**config.mk**
```make
export PLATFORM = sky130hd
export DESIGN_NAME = mmio_responder
export DESIGN_NICKNAME = d
export VERILOG_FILES = /design/src/rtl/mmio_responder_pkg.sv /design/src/rtl/mmio_responder_io_tx_fifo.sv /design/src/rtl/mmio_responder.sv
export SDC_FILE = /design/constraint.sdc
export NUM_CORES = 1
export LEC_CHECK = 0
export ABC_AREA = 1
export BUFFER_PORTS_ARGS = -buffer_cell sky130_fd_sc_hd__buf_4
export CORE_UTILIZATION = 45
export DETAILED_ROUTE_END_ITERATION = 12
export HOLD_SLACK_MARGIN = 0.1
export PLACE_DENSITY = 0.7
export SLEW_MARGIN = 10
export SYNTH_ARGS = -nofsm -noshare
export SYNTH_HDL_FRONTEND = slang
export SYNTH_SLANG_ARGS = --single-unit
export TNS_END_PERCENT = 100
```
**constraint.sdc**
```tcl
create_clock -name clk -period 5.05 [get_ports clk]
set_clock_uncertainty 0.1 [all_clocks]
set_input_delay 1.01 -clock clk [delete_from_list [all_inputs] [get_ports clk]]
set_output_delay 1.01 -clock clk [all_outputs]
set_load 0.01 [all_outputs]
```
**src/rtl/mmio_responder_pkg.sv**
```systemverilog
// ---------------------------------------------------------------------------
// mmio_responder_pkg
// Shared definitions for the MMIO responder: register offsets decoded from
// addr[7:0], STATUS bit positions and layout, and the MEM_SIZE_* encodings
// used by the MEM stage.
// ---------------------------------------------------------------------------
package mmio_responder_pkg;

   // Access size encodings driven by the MEM stage
   localparam logic [1:0] MEM_SIZE_BYTE      = 2'd0;
   localparam logic [1:0] MEM_SIZE_HALF      = 2'd1;
   localparam logic [1:0] MEM_SIZE_WORD      = 2'd2;
   localparam logic [1:0] MEM_SIZE_UNDEFINED = 2'd3;

   // Register offsets within the IO window (addr[7:0])
   localparam logic [7:0] IO_STATUS  = 8'h00;
   localparam logic [7:0] IO_RX      = 8'h04;
   localparam logic [7:0] IO_TX      = 8'h08;
   localparam logic [7:0] IO_CYCLES  = 8'h10;
   localparam logic [7:0] IO_INSTS   = 8'h14;
   localparam logic [7:0] IO_CNT_RST = 8'h18;

   // STATUS bit indices
   localparam int STATUS_TX_NFULL = 0;
   localparam int STATUS_RX_FULL  = 1;
   localparam int STATUS_OVF      = 2;

   // STATUS word layout; field order matches the bit indices above
   typedef struct packed {
      logic [28:0] rsvd;
      logic        ovf;
      logic        rx_full;
      logic        tx_not_full;
   } status_t;

   // A store with an undefined size has no effect on any register
   function automatic logic is_defined_size(input logic [1:0] size);
      return size != MEM_SIZE_UNDEFINED;
   endfunction

endpackage

```
**src/rtl/mmio_responder_io_tx_fifo.sv**
```systemverilog
// ---------------------------------------------------------------------------
// io_tx_fifo
// First-word-fall-through FIFO feeding the UART transmitter. o_dout is valid
// whenever o_empty is low. A push into a full FIFO is accepted only when a
// pop happens in the same cycle; a push into an empty FIFO becomes visible
// on the following cycle (no combinational bypass to o_dout/o_empty).
//
// Ports
//   clk      in   clock
//   rst      in   asynchronous active-high reset (empties the FIFO)
//   i_push   in   write request
//   i_din    in   WIDTH  write data
//   o_full   out  FIFO holds DEPTH entries
//   i_pop    in   read request (ignored while empty)
//   o_dout   out  WIDTH  head entry
//   o_empty  out  FIFO holds no entries
// ---------------------------------------------------------------------------
module io_tx_fifo #(
   parameter int WIDTH = 8,
   parameter int DEPTH = 4
) (
   input  logic             clk,
   input  logic             rst,
   input  logic             i_push,
   input  logic [WIDTH-1:0] i_din,
   output logic             o_full,
   input  logic             i_pop,
   output logic [WIDTH-1:0] o_dout,
   output logic             o_empty
);

   localparam int               PTR_W      = $clog2(DEPTH);
   localparam logic [PTR_W-1:0] PTR_ONE    = PTR_W'(1);
   localparam logic [PTR_W:0]   CNT_ONE    = (PTR_W + 1)'(1);
   localparam logic [PTR_W:0]   FULL_COUNT = (PTR_W + 1)'(DEPTH);

   logic [WIDTH-1:0] r_mem [DEPTH];
   logic [PTR_W-1:0] r_wr_ptr;
   logic [PTR_W-1:0] r_rd_ptr;
   logic [PTR_W:0]   r_count;

   logic w_do_push;
   logic w_do_pop;

   assign o_empty = (r_count == '0);
   assign o_full  = (r_count == FULL_COUNT);
   assign o_dout  = r_mem[r_rd_ptr];

   // The pop frees the slot the push needs, so a full FIFO still accepts.
   assign w_do_pop  = i_pop && !o_empty;
   assign w_do_push = i_push && (!o_full || w_do_pop);

   // NOTE: storage has no reset; resetting the pointers and count is enough to
   // discard its contents, and leaving it unreset lets it map onto RAM.
   always_ff @(posedge clk) begin
      if (w_do_push) begin
         r_mem[r_wr_ptr] <= i_din;
      end
   end

   // NOTE: non-blocking assignments in clocked blocks so every register samples
   // pre-edge values regardless of statement order.
   always_ff @(posedge clk or posedge rst) begin
      if (rst) begin
         r_wr_ptr <= '0;
         r_rd_ptr <= '0;
         r_count  <= '0;
      end else begin
         if (w_do_push) begin
            r_wr_ptr <= r_wr_ptr + PTR_ONE;
         end
         if (w_do_pop) begin
            r_rd_ptr <= r_rd_ptr + PTR_ONE;
         end
         case ({w_do_push, w_do_pop})
            2'b10:   r_count <= r_count + CNT_ONE;
            2'b01:   r_count <= r_count - CNT_ONE;
            default: ;
         endcase
      end
   end

endmodule

```
**src/rtl/mmio_responder.sv**
```systemverilog
// ---------------------------------------------------------------------------
// mmio_responder
// Memory-mapped IO target for io_en accesses from the MEM stage. Holds the
// UART TX FIFO, the RX holding register and the cycle / retired-instruction
// counters. Load data appears on rdata one cycle after the request, matching
// the block-RAM timing of BIOS/DMEM.
//
// Ports
//   clk       in   clock
//   rst       in   asynchronous active-high reset
//   io_en     in   IO access this cycle
//   we        in   1 = store, 0 = load
//   addr      in   32  byte address; only addr[7:0] is decoded
//   size      in   2   MEM_SIZE_*; an undefined-size store is a no-op
//   wdata     in   32  store data, lane 0 aligned
//   retire    in   one pulse per retired instruction
//   rdata     out  32  load data, registered
//   tx_data   out  8   byte to UART transmitter
//   tx_valid  out  tx_data valid
//   tx_ready  in   transmitter accepts
//   rx_data   in   8   byte from UART receiver
//   rx_valid  in   rx_data valid
//   rx_ready  out  RX holding register empty
// ---------------------------------------------------------------------------
module mmio_responder
   import mmio_responder_pkg::*;
#(
   parameter int TX_DEPTH = 4,
   parameter int CNT_W    = 32
) (
   input  logic        clk,
   input  logic        rst,
   input  logic        io_en,
   input  logic        we,
   input  logic [31:0] addr,
   input  logic [1:0]  size,
   input  logic [31:0] wdata,
   input  logic        retire,
   output logic [31:0] rdata,
   output logic [7:0]  tx_data,
   output logic        tx_valid,
   input  logic        tx_ready,
   input  logic [7:0]  rx_data,
   input  logic        rx_valid,
   output logic        rx_ready
);

   localparam logic [CNT_W-1:0] CNT_ONE = CNT_W'(1);

   logic [31:0]      r_rdata;
   logic             r_ovf;
   logic             r_rx_full;
   logic [7:0]       r_rx_byte;
   logic [CNT_W-1:0] r_cycles;
   logic [CNT_W-1:0] r_insts;

   logic [7:0]  w_offset;
   logic        w_rd;
   logic        w_wr;
   logic        w_tx_push;
   logic        w_tx_pop;
   logic        w_tx_full;
   logic        w_tx_empty;
   logic        w_cnt_clr;
   logic        w_status_rd;
   logic        w_rx_rd;
   logic        w_rx_accept;
   logic        w_ovf_set;
   status_t     w_status;
   logic [31:0] w_rd_val;
   logic        w_unused;

   // Only the low byte of the address and of the store data are meaningful
   assign w_unused = ^{addr[31:8], wdata[31:8]};

   // ---------------- decode ----------------
   assign w_offset    = addr[7:0];
   assign w_rd        = io_en && !we;
   assign w_wr        = io_en && we && is_defined_size(size);
   assign w_tx_push   = w_wr && (w_offset == IO_TX);
   assign w_cnt_clr   = w_wr && (w_offset == IO_CNT_RST);
   assign w_status_rd = w_rd && (w_offset == IO_STATUS);
   assign w_rx_rd     = w_rd && (w_offset == IO_RX);

   // ---------------- TX FIFO ----------------
   assign tx_valid  = ~w_tx_empty;
   assign w_tx_pop  = tx_valid && tx_ready;
   // A push into a full FIFO is lost only when nothing drains that cycle
   assign w_ovf_set = w_tx_push && w_tx_full && !w_tx_pop;

   io_tx_fifo #(
      .WIDTH (8),
      .DEPTH (TX_DEPTH)
   ) u_tx_fifo (
      .clk     (clk),
      .rst     (rst),
      .i_push  (w_tx_push),
      .i_din   (wdata[7:0]),
      .o_full  (w_tx_full),
      .i_pop   (w_tx_pop),
      .o_dout  (tx_data),
      .o_empty (w_tx_empty)
   );

   always_ff @(posedge clk or posedge rst) begin
      if (rst) begin
         r_ovf <= 1'b0;
      end else if (w_ovf_set) begin
         r_ovf <= 1'b1;
      end else if (w_status_rd) begin
         r_ovf <= 1'b0;
      end
   end

   // ---------------- RX holding register ----------------
   assign rx_ready    = ~r_rx_full;
   assign w_rx_accept = rx_valid && rx_ready;

   always_ff @(posedge clk or posedge rst) begin
      if (rst) begin
         r_rx_full <= 1'b0;
         r_rx_byte <= '0;
      end else if (w_rx_accept) begin
         r_rx_full <= 1'b1;
         r_rx_byte <= rx_data;
      end else if (w_rx_rd) begin
         // Reading while empty returns the stale byte and changes nothing
         r_rx_full <= 1'b0;
      end
   end

   // ---------------- counters ----------------
   always_ff @(posedge clk or posedge rst) begin
      if (rst) begin
         r_cycles <= '0;
         r_insts  <= '0;
      end else if (w_cnt_clr) begin
         r_cycles <= '0;
         r_insts  <= '0;
      end else begin
         r_cycles <= r_cycles + CNT_ONE;
         r_insts  <= r_insts + CNT_W'(retire);
      end
   end

   // ---------------- read path ----------------
   assign w_status = '{rsvd: '0, ovf: r_ovf, rx_full: r_rx_full, tx_not_full: ~w_tx_full};

   // NOTE: default assigned before the case so every path drives w_rd_val and
   // no latch is inferred.
   always_comb begin
      w_rd_val = '0;
      case (w_offset)
         IO_STATUS: w_rd_val = w_status;
         IO_RX:     w_rd_val = {24'b0, r_rx_byte};
         IO_CYCLES: w_rd_val = 32'(r_cycles);
         IO_INSTS:  w_rd_val = 32'(r_insts);
         default:   ;
      endcase
   end

   // rdata holds its last value between loads, like a block-RAM output port
   always_ff @(posedge clk or posedge rst) begin
      if (rst) begin
         r_rdata <= '0;
      end else if (w_rd) begin
         r_rdata <= w_rd_val;
      end
   end

   assign rdata = r_rdata;

endmodule

```
* Yosys cells after proc, flatten, opt, wreduce, memory -nomap -nowiden
Memory sizes are Yosys's and may differ from the RTL's.
Cells that the tools add are included.
** Storage, ports and cells
- Register bits :: 113
- Latch bits :: 0
- RAM bits :: 32
- Memory bits (read-only) :: 0
- Logic and storage cells :: 61
- Memories :: 1
** Memory list
- u_tx_fifo.r_mem :: words 4, width 8, read ports 1, clocked after memory_dff 0, write ports 1, line mmio_responder_io_tx_fifo.sv:37 : logic [WIDTH-1:0] r_mem [DEPTH];
** Operators by class
- Add/subtract/negate cells :: 6
- $mul :: 0
- Div/mod/pow operators :: 0
- Magnitude comparators :: 0
- Equal/unequal tests :: 9
- Shifts and indexed selects :: 0
- Multiplexer cells :: 10
- Bitwise logic cells :: 3
- Reduce and logical (&&, ||, !) cells :: 23
** Operator list (count)
- case mux 32 bit (4 select lines) :: 1
- 2-to-1 mux 32 bit :: 2
- adder 32 x 1 -> 32 bit :: 1
- adder 32 x 1 -> 32 bit (second input constant) :: 1
- equality test 8 x 5 -> 1 bit (second input constant) :: 3
- logical AND 1 bit :: 13
- equality test 8 x 3 -> 1 bit (second input constant) :: 1
- equality test 8 x 4 -> 1 bit (second input constant) :: 1
- zero test 8 bit :: 1
- 2-to-1 mux 1 bit :: 6
- case mux 3 bit (2 select lines) :: 1
- nonzero test 2 bit :: 3
- adder 2 x 1 -> 2 bit (second input constant) :: 2
- zero test 1 bit :: 4
- adder 3 x 1 -> 3 bit (second input constant) :: 1
- equality test 3 bit (second input constant) :: 1
- zero test 3 bit :: 1
- NOT 1 bit :: 3
- subtractor 3 x 1 -> 3 bit (second input constant) :: 1
- equality test 2 x 1 -> 1 bit (second input constant) :: 1
- equality test 2 bit (second input constant) :: 1
- != test 2 bit (second input constant) :: 1
- logical OR 1 bit :: 1

* Depth between registers and ports, before layout
Gate-level depths: netlist of the first run.
- Depth in word-level cells :: 8
- Depth in mapped cells :: 11
- Mapped depth without buffers :: 11

* Cells and area by module
A second synthesis of the first run with hierarchy kept.
** Second synthesis, totals
- Cells, all modules :: 994
- Area, all modules :: 7738.7 um^2
** By module, submodules not included
- mmio_responder :: instances 1, cells each 845, area each 6019.5 um^2
- io_tx_fifo :: instances 1, cells each 149, area each 1719.1 um^2

* Least setup slack after synthesis of the first run
No wires, ideal clock.
- Path type :: input port to flip-flop
- Start point :: input port addr[1]
- End point :: register u_tx_fifo.r_count[1]
- Library setup time :: 0.083 ns
- Arrival time :: 2.360 ns
- Data required time :: 4.867 ns
- Setup slack :: 2.508 ns
- Stages on the path :: 8
- Path through :: nor2_2 nand3_1 nor2_2 nand3_2 ha_1 inv_1 fa_1 o21ai_0
** Between the ends
- Cells in the longest elaborated chain, start to end :: 5
- Elaborated cells on any way between the ends :: 7
- Classes of those cells :: 3 x eq/ne; 1 x mux; 3 x reduce/logical
** Ends and longest elaborated chain
- from (decl) :: line mmio_responder.sv:35 : input logic [31:0] addr,
- equality test 8 x 4 -> 1 bit (*) :: line mmio_responder.sv:80 : assign w_tx_push = w_wr && (w_offset == IO_TX);
- logical AND 1 bit (*) :: line mmio_responder.sv:80
- logical AND 1 bit (*) :: line mmio_responder_io_tx_fifo.sv:51 : assign w_do_push = i_push && (!o_full || w_do_pop);
- equality test 2 x 1 -> 1 bit / equality test 2 bit (equally long branches) :: line mmio_responder_io_tx_fifo.sv:75 : case ({w_do_push, w_do_pop})
- case mux 3 bit (2 select lines) / nonzero test 2 bit (equally long branches)
- to (signal assigned) :: line mmio_responder_io_tx_fifo.sv:76 : 2'b10: r_count <= r_count + CNT_ONE;
- to (signal assigned) :: line mmio_responder_io_tx_fifo.sv:77 : 2'b01: r_count <= r_count - CNT_ONE;
- to (decl) :: line mmio_responder_io_tx_fifo.sv:40 : logic [PTR_W:0] r_count;
Every way passes the cells marked *; elsewhere a longest branch is shown, timed or not.
A chain may end at the register's enable or synchronous reset.

* Final worst setup path of the first run
- Start point :: register u_tx_fifo.r_rd_ptr[0]
- End point :: output port tx_data[6]
** Between the ends
- Cells in the longest elaborated chain, start to end :: 1
** Ends and longest elaborated chain
- from (decl) :: line mmio_responder_io_tx_fifo.sv:39 : logic [PTR_W-1:0] r_rd_ptr;
- from (signal assigned) :: line mmio_responder_io_tx_fifo.sv:73 : r_rd_ptr <= r_rd_ptr + PTR_ONE;
- memory (4 x 8 bit)
- to (decl) :: line mmio_responder.sv:40 : output logic [7:0] tx_data,
No other way between the ends.

==> flow_metrics.py, run 1 <==
metrics = {
    "setup_path": {
        "r2r-start": "u_tx_fifo.r_count[0]$_DFFE_PP0P_",
        "timing.rr.end": "u_tx_fifo.r_count[2]$_DFFE_PP0P_",
        "crit_path_end": "tx_data[6]",
        "worst_path_max_delay_cell": "dfrtp_1",
        "cp_top_family": "flip-flops",
        "rrSetupSlack_ns": 2.86,
        "ff2ff_path_depth": 9,
        "critPathCaptureType": "output pin",
        "cpPeakStageDelay_ns": 0.71,
        "crit_start": "u_tx_fifo.r_rd_ptr[0]$_DFFE_PP0P_",
        "cp-start-kind": "flip-flop",
        "crit_buf_inv": 2,
        "crit_chain": "inv_1, o21ai_0, o22ai_1, buf_4",
        "worstPathRequired_ns": 3.94,
        "critPathKind": "flip-flop to output pin",
        "cp_max_fo": 19,
        "path_depth": 4,
        "worstPathArrival_ns": 2.08,
    },
    "place": {
        "placement.io_buffers": 74,
        "place_area_sq_um": 8310,
        "dp_hpwl_mm": 12.9,
        "pre_cts_ws_ns": 2.04,
        "gp_congestion": 0.926,
    },
    "finish": {
        "syn2layout_area_growth_pct": 17.9,
        "final_layout_size_suffix_gt1_frac": 0.154,
        "finalInstanceArea_sq_um": 8890,
        "nNetsFinal": 1147,
        "n_fill_cell": 1519,
        "antenna_cells": 0,
        "multi_input_area_sq_um": 3280,
        "final_util": 0.552,
        "regArea_sq_um": 3790,
    },
    "yosys": {
        "synth_area_leaders": "dfrtp_1 (37%), nand2_1 (17%), edfxtp_1 (13%), nor2_1 (8.0%), inv_1 (4.8%)",
        "synth_cell_types": 33,
        "syn_area_sq_um": 7540,
        "synth-edff-count": 32,
        "ys_ff_latch": 145,
        "yosysTopAreaCellShare": 0.375,
        "synthAdderAreaFrac": 0.0159,
        "post-synth-top-count-cell": "nand2_1",
        "ys.flop_type": "dfrtp_1",
        "synth_top_family_by_area": "simple AND/OR/NAND/NOR gates",
        "synthArstFlopShare": 0.779,
        "synth_compound_area_frac": 0.0606,
        "synth_nets": 1068,
        "synthTopCellsByCount": "nand2_1 (344), nor2_1 (160), dfrtp_1 (113), inv_1 (97), nand3_1 (45)",
        "netlist_instances": 978,
        "yosys.area_share.simple": 0.328,
        "muxShareOfSynthArea": 0.0119,
        "ys_warn_count": 0,
        "yosys.area.top_type": "dfrtp_1",
        "ys_seq_area_frac": 0.502,
        "synth_xor_xnor_area_share": 0.0163,
        "syn_area_per_cell_sq_um": 7.71,
    },
    "status": {
        "status": "finished clean",
    },
    "clock_network": {
        "clk-insertion-delay-late_ns": 0.44,
        "cts_root_buffer": "clkbuf_16",
        "clock_path_buffers": 2,
        "htreeDepth": 4,
        "numCtsBuffers": 17,
        "hold_buffers": 0,
        "ctsResizeCount": 0,
        "cts_tree": "done",
        "clock_sinks": 145,
        "clk_pin_slew_ns": 0.07,
        "post_cts_buffers": 0,
    },
    "power": {
        "power.switching_uw": 1090,
        "ir_drop_mv": 0.242,
        "p_sw_frac": 0.322,
        "p_clk_frac": 0.370,
        "power.density_nw_per_um2": 379,
        "p_leak_uw": 0.00461,
        "p_int_uw": 2290,
        "pwr-share-comb": 0.197,
        "pwr-share-seq": 0.433,
    },
    "timing": {
        "worst_pin_slew_ns": 1.07,
        "post-route-min-period_ns": 3.19,
        "max_freq_ghz": 0.313,
        "rsz0062_at_grt": "false",
        "post-route-period-util": 0.632,
        "maxSlewViolCount": 0,
        "timing.hold.ws_ns": 0.379,
        "hold_viol": 0,
        "max-slew-margin-rel": 0.285,
        "fin_tns_setup_ns": 0,
        "setup_ws_ns": 1.86,
        "setup_viol": 0,
    },
    "routing": {
        "ant_nets": 0,
        "drt_iter0_drc": 526,
        "dr.pass1.iters": 6,
        "drc": 0,
        "num_vias": 6385,
        "viasPerCell": 4.97,
        "wl_mm": 17.8,
        "wl_per_cell_microns": 13.9,
    },
    "die": {
        "die_w_microns": 131,
        "initial_core_util": 0.468,
        "chipHeight_microns": 131,
        "io_pins": 123,
        "core_area_sq_um": 16100,
        "rows": 46,
        "dieArea_sq_um": 17300,
    },
    "global_routing": {
        "grt_pass1_vias": 6074,
        "grt_start_max_net_pins": 58,
        "overflow": 0,
        "grt.total_usage": 0.219,
        "antenna_found_initial": 0,
        "grt_pass1_wl_mm": 29.7,
    },
    "min_path": {
        "min-delay-start": "rdata[18]$_DFFE_PP0P_",
        "hp-class": "flip-flop to flip-flop",
    },
    "job": {
        "drv_cap": 0,
    },
}
==> power groups by stage <==
stage | Clock, uW | Combinational, uW | Sequential [uW]
floorplan | 0 | 490 | 1420
global placement | 0 | 650 | 1480
CTS | 1260 | 668 | 1460
global route | 1310 | 757 | 1480
detailed placement | 0 | 665 | 1480
finish | 1250 | 663 | 1460
==> cell type report <==
type                    instances  share of cell area
clock buffers                  17              0.0478
clock inverters                15              0.0183
well taps                     216              0.0304
inverters                     102              0.0433
flip-flops and latches        145               0.426
multi-input cells             713               0.368
repair buffers                 78              0.0658
==> cells in the final DEF (no fill, tap or decap), types with 2 or more instances in the layout <==
master     synthesis  layout
o21ai_0           39      39
o21ai_1            7       7
edfxtp_1          32      32
nand2_2           10      10
clkinv_4           0       2
inv_1             97      96
nand4_1            2       2
dfrtp_1          113     113
nor3_1             4       4
ha_1               8       8
nor2_2            18      19
or2_2              2       2
nand3_2            2       2
inv_6              0       7
buf_4              0      78
nor2_1           160     159
a21oi_1           16      16
inv_8              0       3
inv_2              5       5
nand3_1           45      45
xor2_1            13      13
nand2_4            2       2
o211ai_1           2       2
clkbuf_16          0      17
o22ai_1           20      20
nand2_1          344     344
nor2_4             4       4
mux2_2             8       8
==> how the worst min path moves through the flow <==
stage                                            end  cells after the start  slack [ns]
floorplan           u_tx_fifo.r_count[0]$_DFFE_PP0P_                      1        0.35
global placement    u_tx_fifo.r_count[0]$_DFFE_PP0P_                      1        0.36
detailed placement             rdata[30]$_DFFE_PP0P_                      2        0.37
CTS                            rdata[22]$_DFFE_PP0P_                      2        0.38
global route                   rdata[24]$_DFFE_PP0P_                      2        0.40
finish                         rdata[18]$_DFFE_PP0P_                      2        0.38
==> cell families (layout without fill, tap and decap cells) <==
| family | after synthesis | count (layout) |
|---|---|---|
| AND/OR/NAND/NOR | 597 | 597 |
| adder cells (fa/ha/maj) | 9 | 9 |
| buffers and inverters | 120 | 212 |
| multiplexers | 8 | 8 |
| XOR/XNOR | 14 | 14 |
| flip-flops | 145 | 145 |
| AO/OA/AOI/OAI | 85 | 85 |
==> metal layers <==
layer / track usage / vias to the layer above / wire length, microns
met5: 0 / - / 0
met4: 0.0872 / 0 / 283
met3: 0.0413 / 25 / 792
met2: 0.343 / 154 / 8290
met1: 0.299 / 2972 / 8480
li1: - / 3234 / -
==> flip-flops by register name (all words and copies together) (netlist names) <==
| name | cells |
|---|---|
| u_tx_fifo.r_wr_ptr | 2 |
| r_rx_byte | 8 |
| r_cycles | 32 |
| r_rx_full | 1 |
| u_tx_fifo.r_count | 3 |
| r_insts | 32 |
| rdata | 32 |
| u_tx_fifo.r_rd_ptr | 2 |
| u_tx_fifo.r_mem | 32 |
| r_ovf | 1 |
==> through the flow <==
stage,total power (uW),instances
after floorplan,1910,978
after global placement,2130,1254
after detailed placement,2150,1254
after CTS,3390,1286
after global routing,3550,1286
final,3370,1286
==> worst reg2reg max path: stages, from the launching register on <==
cell	delay [ns]
dfrtp_1	0.40
inv_1	0.15
nand4_1	0.16
nand3_2	0.22
ha_1	0.18
inv_1	0.07
fa_1	0.37
a21oi_1	0.14
o21ai_0	0.11
xor2_1	0.16
Power figures use the tool's default switching activity.
==> run 2: changes to the inputs <==
==> constraint.sdc (replaced) <==
create_clock -name clk -period 3.23 [get_ports clk]
set_clock_uncertainty 0.1 [all_clocks]
set_input_delay 0.646 -clock clk [delete_from_list [all_inputs] [get_ports clk]]
set_output_delay 0.646 -clock clk [all_outputs]
set_load 0.01 [all_outputs]
==> run 2 against run 1 <==
Via count rose by 0.63%. Sequential share of layout area fell by 0.078 points. Sequential cell count did not move. Critical endpoint is now tx_data[7]. Critical path depth did not move. Hold slack got worse by 0.20 ns. Clock-buffer cell count rose by 2. Die area did not move. Final area rose by 0.18%. Highest routed layer unchanged. Power rose by 54%. Combinational power rose by 58%.
==> flow_metrics.py, run 2 (synthesis gave the netlist of run 1 again) <==
metrics = {
    "clock_network": {
        "cts_root_buffer": "clkbuf_16",
        "clk-insertion-delay-late_ns": 0.42,
        "numCtsBuffers": 17,
        "hold_buffers": 0,
        "clk_pin_slew_ns": 0.06,
        "ctsResizeCount": 0,
        "cts_tree": "done",
        "post_cts_buffers": 0,
        "htreeDepth": 4,
        "clock_sinks": 145,
        "clock_path_buffers": 2,
    },
    "global_routing": {
        "overflow": 0,
        "grt.total_usage": 0.221,
        "grt_pass1_wl_mm": 30.2,
        "grt_pass1_vias": 6117,
        "antenna_found_initial": 0,
        "grt_start_max_net_pins": 90,
    },
    "die": {
        "dieArea_sq_um": 17300,
        "die_w_microns": 131,
        "chipHeight_microns": 131,
        "initial_core_util": 0.468,
        "rows": 46,
        "core_area_sq_um": 16100,
        "io_pins": 123,
    },
    "setup_path": {
        "crit_chain": "inv_1, o21ai_0, o22ai_1, buf_4",
        "cp-start-kind": "flip-flop",
        "cpPeakStageDelay_ns": 0.71,
        "worstPathRequired_ns": 2.48,
        "critPathCaptureType": "output pin",
        "worst_path_max_delay_cell": "dfrtp_1",
        "crit_buf_inv": 2,
        "cp_top_family": "flip-flops",
        "cp_max_fo": 19,
        "worstPathArrival_ns": 2.08,
        "critPathKind": "flip-flop to output pin",
    },
    "min_path": {
        "hp-class": "input port to asynchronous set/reset pin",
    },
    "timing": {
        "maxSlewViolCount": 0,
        "fin_tns_setup_ns": 0,
        "post-route-min-period_ns": 2.82,
        "max-slew-margin-rel": 0.556,
        "max_freq_ghz": 0.354,
        "setup_viol": 0,
        "post-route-period-util": 0.874,
        "worst_pin_slew_ns": 0.664,
        "rsz0062_at_grt": "false",
        "hold_viol": 0,
    },
    "routing": {
        "num_vias": 6425,
        "wl_per_cell_microns": 14.0,
        "drt_iter0_drc": 474,
        "wl_mm": 18.0,
        "drc": 0,
        "viasPerCell": 4.98,
        "dr.pass1.iters": 7,
        "ant_nets": 0,
    },
    "place": {
        "dp_hpwl_mm": 13.1,
        "gp_congestion": 0.927,
        "placement.io_buffers": 74,
    },
    "finish": {
        "layout_commonest_cell": "nand2_1",
        "final_layout_size_suffix_gt1_frac": 0.156,
        "nNetsFinal": 1151,
        "mostFrequentLayoutCells": "nand2_1 (344), nor2_1 (159), dfrtp_1 (113)",
        "antenna_cells": 0,
        "syn2layout_area_growth_pct": 18.1,
    },
    "power": {
        "ir_drop_mv": 0.447,
        "p_leak_uw": 0.00461,
        "power.density_nw_per_um2": 584,
        "total_power_uw": 5200,
    },
    "job": {
        "drv_cap": 0,
    },
    "status": {
        "status": "finished clean",
    },
}
## run 2: cell types whose count changed in the layout (fill, tap and decap cells not counted), sizes merged
cell,change
buf,+4
clkinv,-1
inv,-5
clkbuf,+2
clkinvlp,+4
## run 2: area by class of cell
| cell class | count | area [sq um] |
|---|---|---|
| multi-input combinational | 713 | 3280 |
| timing repair buffer | 82 | 628 |
| clock inverter | 13 | 128 |
| sequential | 145 | 3790 |
| tap | 216 | 270 |
| fill | 1521 | 7210 |
| inverter | 102 | 387 |
| clock buffer | 19 | 433 |
## run 2: where the power goes
part	switching [uW]	internal [uW]	leakage (uW)
clock network	793	1070	0.000266
registers	230	2060	0.00164
logic	621	425	0.00270
## run 2: stage by stage
step                 util  hold slack [ns]  std cells  worst slack (ns)  instance area [sq um]
global placement    0.518            0.365       1258             0.731                   8350
detailed placement  0.518            0.367       1258             0.683                   8350
finish              0.553            0.175       1290             0.407                   8910
global route        0.553            0.211       1290             0.173                   8910
CTS                 0.553            0.177       1290             0.374                   8910
floorplan               -            0.346        978              1.05                   7550
## run 2: layer usage
metal / GRT usage / wire length [microns] / up-vias
li1: - / - / 3240
met1: 0.303 / 8430 / 3002
met2: 0.347 / 8400 / 163
met3: 0.0536 / 958 / 20
met4: 0.0594 / 243 / 0
met5: 0 / 0 / -
## run 2: worst paths after layout
check                           depth (start not counted)  slack [ns]                              start                               end
worst max-delay path                                    4        0.41  u_tx_fifo.r_rd_ptr[0]$_DFFE_PP0P_                        tx_data[7]
worst min-delay path                                    2        0.18                                rst          r_rx_byte[0]$_DFFE_PP0P_
worst max register to register                          9        1.02   u_tx_fifo.r_count[0]$_DFFE_PP0P_  u_tx_fifo.r_count[2]$_DFFE_PP0P_
worst min register to register                          2        0.38              rdata[17]$_DFFE_PP0P_             rdata[17]$_DFFE_PP0P_
max in group asynchronous                               3        2.02                                rst             r_insts[28]$_DFF_PP0_
min in group clk                                        1        0.32                           wdata[6]   u_tx_fifo.r_mem[2][6]$_DFFE_PP_
==> run 3: changes to the inputs <==
==> constraint.sdc (replaced) <==
create_clock -name clk -period 3.23 [get_ports clk]
set_clock_uncertainty 0.1 [all_clocks]
set_input_delay 0.4845 -clock clk [delete_from_list [all_inputs] [get_ports clk]]
set_output_delay 0.4845 -clock clk [all_outputs]
set_load 0.01 [all_outputs]
==> run 3 against run 2 <==
Via count increased by 0.53%. Final area increased by 0.11%. Maximum frequency increased by 5.2%. Critical path type unchanged. First-iteration DRC count up 13%. Largest cell class unchanged.
==> flow_metrics.py, run 3 (synthesis gave the netlist of run 1 again) <==
metrics = {
    "status": {
        "status": "finished clean",
    },
    "global_routing": {
        "use_met1": 0.315,
        "grt_pass1_vias": 5951,
        "grt_util_met2": 0.352,
        "grt_pass1_wl_mm": 30.2,
        "grt_start_max_net_pins": 36,
        "overflow": 0,
        "grt_use_met3": 0.0340,
        "antenna_found_initial": 0,
        "grt.total_usage": 0.222,
        "busiest_layer": "met2",
    },
    "clock_network": {
        "clk_pin_slew_ns": 0.06,
        "hold_buffers": 0,
        "cts_tree": "done",
        "htreeDepth": 4,
        "cts_root_buffer": "clkbuf_16",
        "clock_sinks": 145,
        "ctsResizeCount": 0,
        "clock_path_buffers": 2,
        "clk-insertion-delay-late_ns": 0.43,
        "numCtsBuffers": 17,
        "post_cts_buffers": 0,
    },
    "setup_path": {
        "worstPathRequired_ns": 2.65,
        "cp_top_family": "flip-flops",
        "critPathKind": "flip-flop to output pin",
        "worstPathArrival_ns": 2.10,
        "worst_path_max_delay_cell": "dfrtp_1",
        "critPathCaptureType": "output pin",
        "crit_chain": "inv_1, o21ai_0, o22ai_1, buf_4",
        "cp-start-kind": "flip-flop",
        "cp_max_fo": 19,
        "cpPeakStageDelay_ns": 0.72,
        "crit_buf_inv": 2,
    },
    "finish": {
        "layout_commonest_cell": "nand2_1",
        "antenna_cells": 0,
        "final_util": 0.553,
        "syn2layout_area_growth_pct": 18.3,
        "final_layout_size_suffix_gt1_frac": 0.157,
        "nNetsFinal": 1152,
        "mostFrequentLayoutCells": "nand2_1 (344), nor2_1 (159), dfrtp_1 (113)",
    },
    "timing": {
        "setup_viol": 0,
        "max_freq_ghz": 0.373,
        "hold_viol": 0,
        "rsz0062_at_grt": "false",
        "worst_pin_slew_ns": 0.799,
        "fin_tns_setup_ns": 0,
        "timing.hold.ws_ns": 0.0998,
        "max-slew-margin-rel": 0.466,
        "post-route-min-period_ns": 2.68,
        "post-route-period-util": 0.831,
        "maxSlewViolCount": 0,
    },
    "routing": {
        "num_vias": 6459,
        "wl_mm": 18.2,
        "dr.pass1.iters": 5,
        "viasPerCell": 5.00,
        "ant_nets": 0,
        "drt_iter0_drc": 534,
        "wl_per_cell_microns": 14.1,
        "drc": 0,
    },
    "die": {
        "rows": 46,
        "chipHeight_microns": 131,
        "io_pins": 123,
        "dieArea_sq_um": 17300,
        "initial_core_util": 0.468,
        "die_w_microns": 131,
        "core_area_sq_um": 16100,
    },
    "place": {
        "gp_congestion": 0.898,
        "placement.io_buffers": 74,
        "dp_hpwl_mm": 13.1,
    },
    "power": {
        "p_leak_uw": 0.00461,
        "ir_drop_mv": 0.389,
        "power.density_nw_per_um2": 581,
    },
    "min_path": {
        "hp-class": "input port to asynchronous set/reset pin",
    },
    "job": {
        "drv_cap": 0,
    },
}
run 3: changes by cell type in the layout (fill, tap and decap cells not counted), sizes merged:
cell / delta
clkbuf: -1
inv: +2
bufinv: -1
buf: +1
run 3: per-stage QoR:
stage,area (sq um),power (uW),instances,worst slack (ns)
after floorplan,7550,2990,978,1.21
after global placement,8370,3340,1259,0.854
after detailed placement,8370,3370,1259,0.824
after CTS,8920,5200,1291,0.538
after global routing,8920,5460,1291,0.268
final,8920,5180,1291,0.546
run 3: path summary, 6_finish.rpt:
kind	start	to	slack, ns	depth (start not counted)
setup / recovery	u_tx_fifo.r_rd_ptr[0]$_DFFE_PP0P_	tx_data[1]	0.55	4
hold / removal	rst	r_rx_byte[1]$_DFFE_PP0P_	0.1	2
setup reg to reg	u_tx_fifo.r_count[1]$_DFFE_PP0P_	u_tx_fifo.r_count[2]$_DFFE_PP0P_	1.09	9
hold reg to reg	rdata[20]$_DFFE_PP0P_	rdata[20]$_DFFE_PP0P_	0.38	2
max in group asynchronous	rst	r_cycles[22]$_DFF_PP0_	2.24	3
min in group clk	wdata[5]	u_tx_fifo.r_mem[3][5]$_DFFE_PP_	0.15	1
run 3: where the power goes:
| group | switching (uW) | internal [uW] |
|---|---|---|
| combinational | 625 | 428 |
| sequential | 225 | 2060 |
| clock | 838 | 1010 |
run 3: final cells by class:
| class | count | area (sq um) |
|---|---|---|
| clock inverters | 14 | 121 |
| repair buffers | 83 | 648 |
| inverters | 102 | 387 |
| well taps | 216 | 270 |
| multi-input cells | 713 | 3280 |
| clock buffers | 18 | 429 |
| fillers | 1533 | 7200 |
| flip-flops and latches | 145 | 3790 |
run 3: metal layers:
layer,wire length [microns],part of all wire,vias to the layer above
li1,-,-,3251
met2,8490,0.47,155
met3,779,0.043,27
met5,0,0,-
met4,250,0.014,0
met1,8670,0.48,3026
